$ cat src/rtl/jtgng_objbus.sv
// Object RAM and bus arbiter between the main CPU and the sprite DMA engine.
// The DMA gets the bus only once the CPU acknowledges the halt; the grant is held until DMA drops its request.
module jtgng_objbus #(
    parameter int AW      = 9,
    parameter int HALT_TO = 255
) (
    input  logic          clk,
    input  logic          rst,
    input  logic          cpu_cen,
    input  logic [AW-1:0] cpu_addr,
    input  logic [7:0]    cpu_dout,
    input  logic          cpu_wrn,
    input  logic          obj_cs,
    input  logic          okout_cs,
    output logic [7:0]    obj_dout,
    output logic          cpu_busrq,
    input  logic          cpu_busak,
    output logic          okout,
    input  logic          bus_req,
    output logic          bus_ack,
    input  logic          blen,
    input  logic [AW-1:0] dma_AB,
    output logic [7:0]    dma_DB,
    output logic          arb_err
);

    // state   | meaning
    // IDLE    | CPU owns the bus, no request pending
    // HALT    | cpu_busrq raised, waiting for cpu_busak (bounded by HALT_TO)
    // GRANT   | bus_ack high, DMA reads object RAM
    // RELEASE | cpu_busrq dropped, waiting for cpu_busak to fall
    typedef enum logic [1:0] {
        IDLE    = 2'd0,
        HALT    = 2'd1,
        GRANT   = 2'd2,
        RELEASE = 2'd3
    } state_t;

    localparam int CW_RAW = $clog2(HALT_TO + 1);
    localparam int CW     = (CW_RAW < 1) ? 1 : CW_RAW;
    localparam logic [CW-1:0] CNT_MAX = CW'(HALT_TO);

    state_t        state_q, state_d;
    logic [CW-1:0] cnt_q, cnt_d;
    logic          busrq_q, busrq_d;
    logic          ack_q, ack_d;
    logic          okout_q, okout_d;
    logic          err_q, err_d;
    logic [7:0]    dma_db_q, dma_db_d;
    logic [7:0]    obj_dout_q, obj_dout_d;

    logic [7:0]    mem [0:(1<<AW)-1];
    logic [7:0]    ram_q;
    logic [AW-1:0] ram_addr;
    logic          ram_we;
    logic          ok_set;

    assign ram_addr = ack_q ? dma_AB : cpu_addr;
    assign ram_we   = cpu_cen & obj_cs & ~cpu_wrn & ~ack_q;
    assign ok_set   = cpu_cen & okout_cs & ~cpu_wrn;

    always_ff @(posedge clk) begin
        if (ram_we) mem[ram_addr] <= cpu_dout;
        ram_q <= mem[ram_addr];
    end

    always_comb begin
        state_d    = state_q;
        cnt_d      = cnt_q;
        busrq_d    = busrq_q;
        ack_d      = ack_q;
        err_d      = err_q;
        dma_db_d   = dma_db_q;
        obj_dout_d = obj_dout_q;

        case (state_q)
            IDLE: if (bus_req) begin
                state_d = HALT;
                busrq_d = 1'b1;
                cnt_d   = '0;
            end
            HALT: begin
                if (cpu_busak) begin
                    state_d = GRANT;
                    ack_d   = 1'b1;
                end else if (!bus_req) begin
                    state_d = RELEASE;
                    busrq_d = 1'b0;
                end else if (cnt_q == CNT_MAX) begin
                    state_d = RELEASE;
                    busrq_d = 1'b0;
                    err_d   = 1'b1;
                end else if (cnt_q != {CW{1'b1}}) begin
                    cnt_d = cnt_q + CW'(1);
                end
            end
            GRANT: if (!bus_req) begin
                state_d = RELEASE;
                ack_d   = 1'b0;
                busrq_d = 1'b0;
            end
            default: if (!cpu_busak) state_d = IDLE;
        endcase

        // The DMA ignores dma_DB while blen is low, so both cases track the RAM.
        if (ack_q) begin
            if (blen) dma_db_d = ram_q;
            else      dma_db_d = ram_q;
        end
        if (obj_cs && cpu_wrn && !ack_q) obj_dout_d = ram_q;

        // A new trigger wins over the clear caused by the grant edge.
        if (ok_set)              okout_d = 1'b1;
        else if (ack_d && !ack_q) okout_d = 1'b0;
        else                     okout_d = okout_q;
    end

    always_ff @(posedge clk) begin
        if (rst) begin
            state_q    <= IDLE;
            cnt_q      <= '0;
            busrq_q    <= 1'b0;
            ack_q      <= 1'b0;
            okout_q    <= 1'b0;
            err_q      <= 1'b0;
            dma_db_q   <= 8'h00;
            obj_dout_q <= 8'h00;
        end else begin
            state_q    <= state_d;
            cnt_q      <= cnt_d;
            busrq_q    <= busrq_d;
            ack_q      <= ack_d;
            okout_q    <= okout_d;
            err_q      <= err_d;
            dma_db_q   <= dma_db_d;
            obj_dout_q <= obj_dout_d;
        end
    end

    assign cpu_busrq = busrq_q;
    assign bus_ack   = ack_q;
    assign okout     = okout_q;
    assign arb_err   = err_q;
    assign dma_DB    = dma_db_q;
    assign obj_dout  = obj_dout_q;

endmodule

$ cat config.mk
export PLATFORM = sky130hd
export DESIGN_NAME = jtgng_objbus
export DESIGN_NICKNAME = d
export VERILOG_FILES = /design/src/rtl/jtgng_objbus.sv
export SDC_FILE = /design/constraint.sdc
export NUM_CORES = 2
export LEC_CHECK = 0
export CAP_MARGIN = 40
export CORE_ASPECT_RATIO = 0.8
export CORE_MARGIN = 2
export CORE_UTILIZATION = 30
export DETAILED_ROUTE_END_ITERATION = 12
export PLACE_DENSITY_LB_ADDON = 0.12
export SLEW_MARGIN = 20
export SYNTH_ARGS = -nofsm -noshare
export SYNTH_HDL_FRONTEND = slang
export SYNTH_SLANG_ARGS = --single-unit
$ cat constraint.sdc
create_clock -name clk -period 4.2 [get_ports clk]
set_clock_uncertainty 0.15 [all_clocks]
set_input_delay 0.84 -clock clk [delete_from_list [all_inputs] [get_ports clk]]
set_output_delay 0.84 -clock clk [all_outputs]
set_load 0.05 [all_outputs]
==> impl_metrics.tcl <==
set metrics [dict create \
    status "finished clean" \
    instances_no_fill 17844 \
    worst-slew-pin-transition_ns 0.964 \
    drtPass1Iterations 5 \
    p_sw_share_pct 24.1 \
    antenna_found_initial 46 \
    timing.final.crit_share_pct 98.8 \
    cts_max_level 5 \
    path_max_fanout 22 \
    finalMaxSlewViolations 0 \
    crit_family "buffers and inverters" \
    synth_ff_type "edfxtp_1" \
    gr-usage-all-layers_pct 17.6 \
    p_seq_share_pct 48.9 \
    syn_area_mm2 0.160 \
    cts_tree "built" \
    timing.fmax_mhz 241 \
    overflow 0 \
    yosysWarningCount 0 \
    grt_pass1_vias 88059 \
    synth-seq-cells 4134 \
    p_leak_nw 67.8 \
    gp_congestion 0.821 \
    pre_cts_ws_ns -0.880 \
    start_kind "register" \
    hold_path.class "in -> reg" \
    postCtsHoldBufs 0 \
    critical_path_arrival_ns 4.88 \
    fin_ws_ns 0.0488 \
    placed_cells 17030 \
    vias 87113 \
    comb_power_share_pct 10.6 \
    grt_start_max_net_pins 115 \
    synthArstFlopShare_pct 0 \
    slew_headroom_pct 35.7 \
    post-dp-hpwl_mm 311 \
    area_growth_pct 21.9 \
    end_kind "register" \
    clock_latency_ns 1.03 \
    crit_chain "buf_12 > mux2_8 > buf_12 > buf_12 > buf_4 > mux2i_1 > o22ai_1 > nor4_1 > buf_4 > o22ai_1 > o21ai_1 > and4_1 > buf_4 > nand4_1" \
    vdd_ir_drop_max_mv 0.397 \
    p_int_w 0.0707 \
    required_ns 4.93 \
    cts_root_buffer "clkbuf_16" \
    pin_count 55 \
    grt_pass1_wl_mm 681 \
    core_mm2 0.530 \
    port_buffers 53 \
    cts_buffers 429 \
    drc 0 \
    drv_cap 0 \
    p_sw_w 0.0224 \
    layout-drive-gt1-share_pct 20.4 \
    yosysSeqAreaShare_pct 77.5 \
    dieArea_mm2 0.538 \
    critPathSlowestCell "mux2_8" \
    avgSynthCellArea_um2 17.9 \
    syn-num-nets 8975 \
    final-setup-viol-count 0 \
    clockBufferDepth 4 \
    clk_transition_reported_paths_ns 0.06 \
    drtIter0Drc 7584 \
    rsz0062_at_grt "false" \
    cts_sinks 4134 \
    wire_per_inst_um 27.4 \
    power.share.clock_pct 40.5 \
    core.rowCount 239 \
    drt-total-wl_mm 489 \
    critPathMaxStageDelay_ns 0.50 \
    synthCells 8935 \
    ant_nets 0 \
    hold_viol_final 0 \
    nNetsFinal 10392 \
    post-cts-setup-buffer-count 0 \
    via_per_inst 4.88 \
    chipHeight_um 656 \
    power_density_mw_per_mm2 478 \
    path_buf_inv 6 \
    fp.dieW_um 820 \
    initial_core_util_pct 30.1 \
    synth-edff-count 4096 \
    worstSetupPathType "reg -> reg" \
    post-route-min-period_ns 4.15 \
    ys_types 48 \
]
[sequential cells by signal (all words and copies together), names as in the netlist]
signal,count
cpu_busrq,1
dma_DB,8
state_q,2
ram_q,8
arb_err,1
cnt_q,8
okout,1
obj_dout,8
bus_ack,1
mem,4096
[worst register-to-register path: stages (launching register included)]
cell	delay, ns
dfxtp_2	0.34
buf_12	0.22
mux2_8	0.55
buf_12	0.23
buf_12	0.18
buf_4	0.19
mux2i_1	0.31
o22ai_1	0.14
nor4_1	0.42
buf_4	0.18
o22ai_1	0.18
o21ai_1	0.32
and4_1	0.35
buf_4	0.19
nand4_1	0.10
[cell type report]
cell class / instances / area (um^2)
timing repair buffer: 1565 / 14600
antenna: 15 / 37.5
tap: 7109 / 8890
multi-input combinational: 4216 / 33400
sequential: 4134 / 124000
clock buffer: 537 / 11300
fill: 49337 / 335000
clock inverter: 262 / 2530
inverter: 6 / 22.5
[metrics by stage]
step | utilization [%] | hold slack [ns] | area (um^2) | setup TNS, ns | power (W)
2_1_floorplan | - | 0.310 | 160000 | 0 | 0.0509
3_3_place_gp | 34.1 | 0.318 | 181000 | -5.88 | 0.0562
3_5_place_dp | 34.1 | 0.324 | 181000 | -5.51 | 0.0563
4_1_cts | 36.7 | 0.00865 | 195000 | 0 | 0.0942
5_1_grt | 36.7 | 0.0347 | 195000 | 0 | 0.0960
6_report | 36.7 | 0.104 | 195000 | 0 | 0.0931
[synthesized netlist by cell type (all sizes together), types with 6 or more instances]
master / number / share of area, %
and4: 8 / 0.044
o22a: 29 / 0.16
o22ai: 1053 / 4.1
dfxtp: 38 / 0.48
o221ai: 28 / 0.15
a21oi: 6 / 0.019
clkbuf: 219 / 0.51
buf: 360 / 1.3
nand2: 58 / 0.14
a22oi: 12 / 0.056
nand4: 32 / 0.13
o41ai: 88 / 0.48
inv: 6 / 0.014
nor4: 141 / 0.55
mux2i: 2069 / 13
o21ai: 53 / 0.17
nor3: 31 / 0.097
nor2: 552 / 1.3
edfxtp: 4096 / 77
[worst paths after layout]
kind	start	to	slack, ns	depth (start not counted)
setup / recovery	bus_ack$_SDFF_PP0_	ram_q[5]$_DFF_P_	0.05	14
hold / removal	cpu_dout[0]	mem[406][0]$_DFFE_PP_	0.10	1
setup reg to reg	bus_ack$_SDFF_PP0_	ram_q[5]$_DFF_P_	0.05	14
hold reg to reg	okout$_SDFFE_PP0P_	okout$_SDFFE_PP0P_	0.34	2
[repair_timing]
item                                    in CTS  in global routing
resized for setup                           10                  8
endpoints found under the setup margin       5                  4
pin swaps                                    0                  1
[cell usage in the layout, fill, tap and decap left out, types with 9 or more instances in the layout]
cell type and instances:
clkinv_2 85, clkdlybuf4s50_1 45, nor2_1 549, o22a_1 28, mux2i_1 2069, clkinv_4 9, a22oi_1 10, clkbuf_1 100
clkinv_1 94, edfxtp_1 4096, bufinv_16 40, nor3_1 29, clkbuf_16 433, nor4_1 138, buf_12 215, o41ai_1 81
o221ai_1 28, diode_2 15, buf_4 1293, nand2_1 42, o22ai_1 1052, dfxtp_1 37, inv_6 10, nand2_4 16
o21ai_0 39, nand4_1 32
[power by group through the flow]
stage | clock, W | combinational (W) | sequential, W
2_1_floorplan | 0 | 0.00447 | 0.0464
3_3_place_gp | 0 | 0.00986 | 0.0464
3_5_place_dp | 0 | 0.00990 | 0.0464
4_1_cts | 0.0388 | 0.00993 | 0.0455
5_1_grt | 0.0402 | 0.0103 | 0.0455
6_report | 0.0377 | 0.00983 | 0.0455
[cell families after synthesis]
| group | count (synthesis) | share of synthesized area, % |
|---|---|---|
| DFF | 4134 | 77.5 |
| muxes | 2074 | 13.0 |
| xor gates and xnor gates | 6 | 0.0329 |
| adders and majority gates | 5 | 0.0392 |
| and+or+nand+nor | 850 | 2.37 |
| buffers and inverters | 585 | 1.80 |
| AOI/OAI and AO/OA | 1281 | 5.23 |
[per-layer routing]
layer  wire length, um  vias up  track usage [%]
met5                 0        -                0
met4             11700        0             4.17
met3             24100      565             2.10
met2            218000     2236             27.2
li1                  -    39070                -
met1            235000    45242             26.5
No activity file was read; power rests on OpenSTA's default activity.
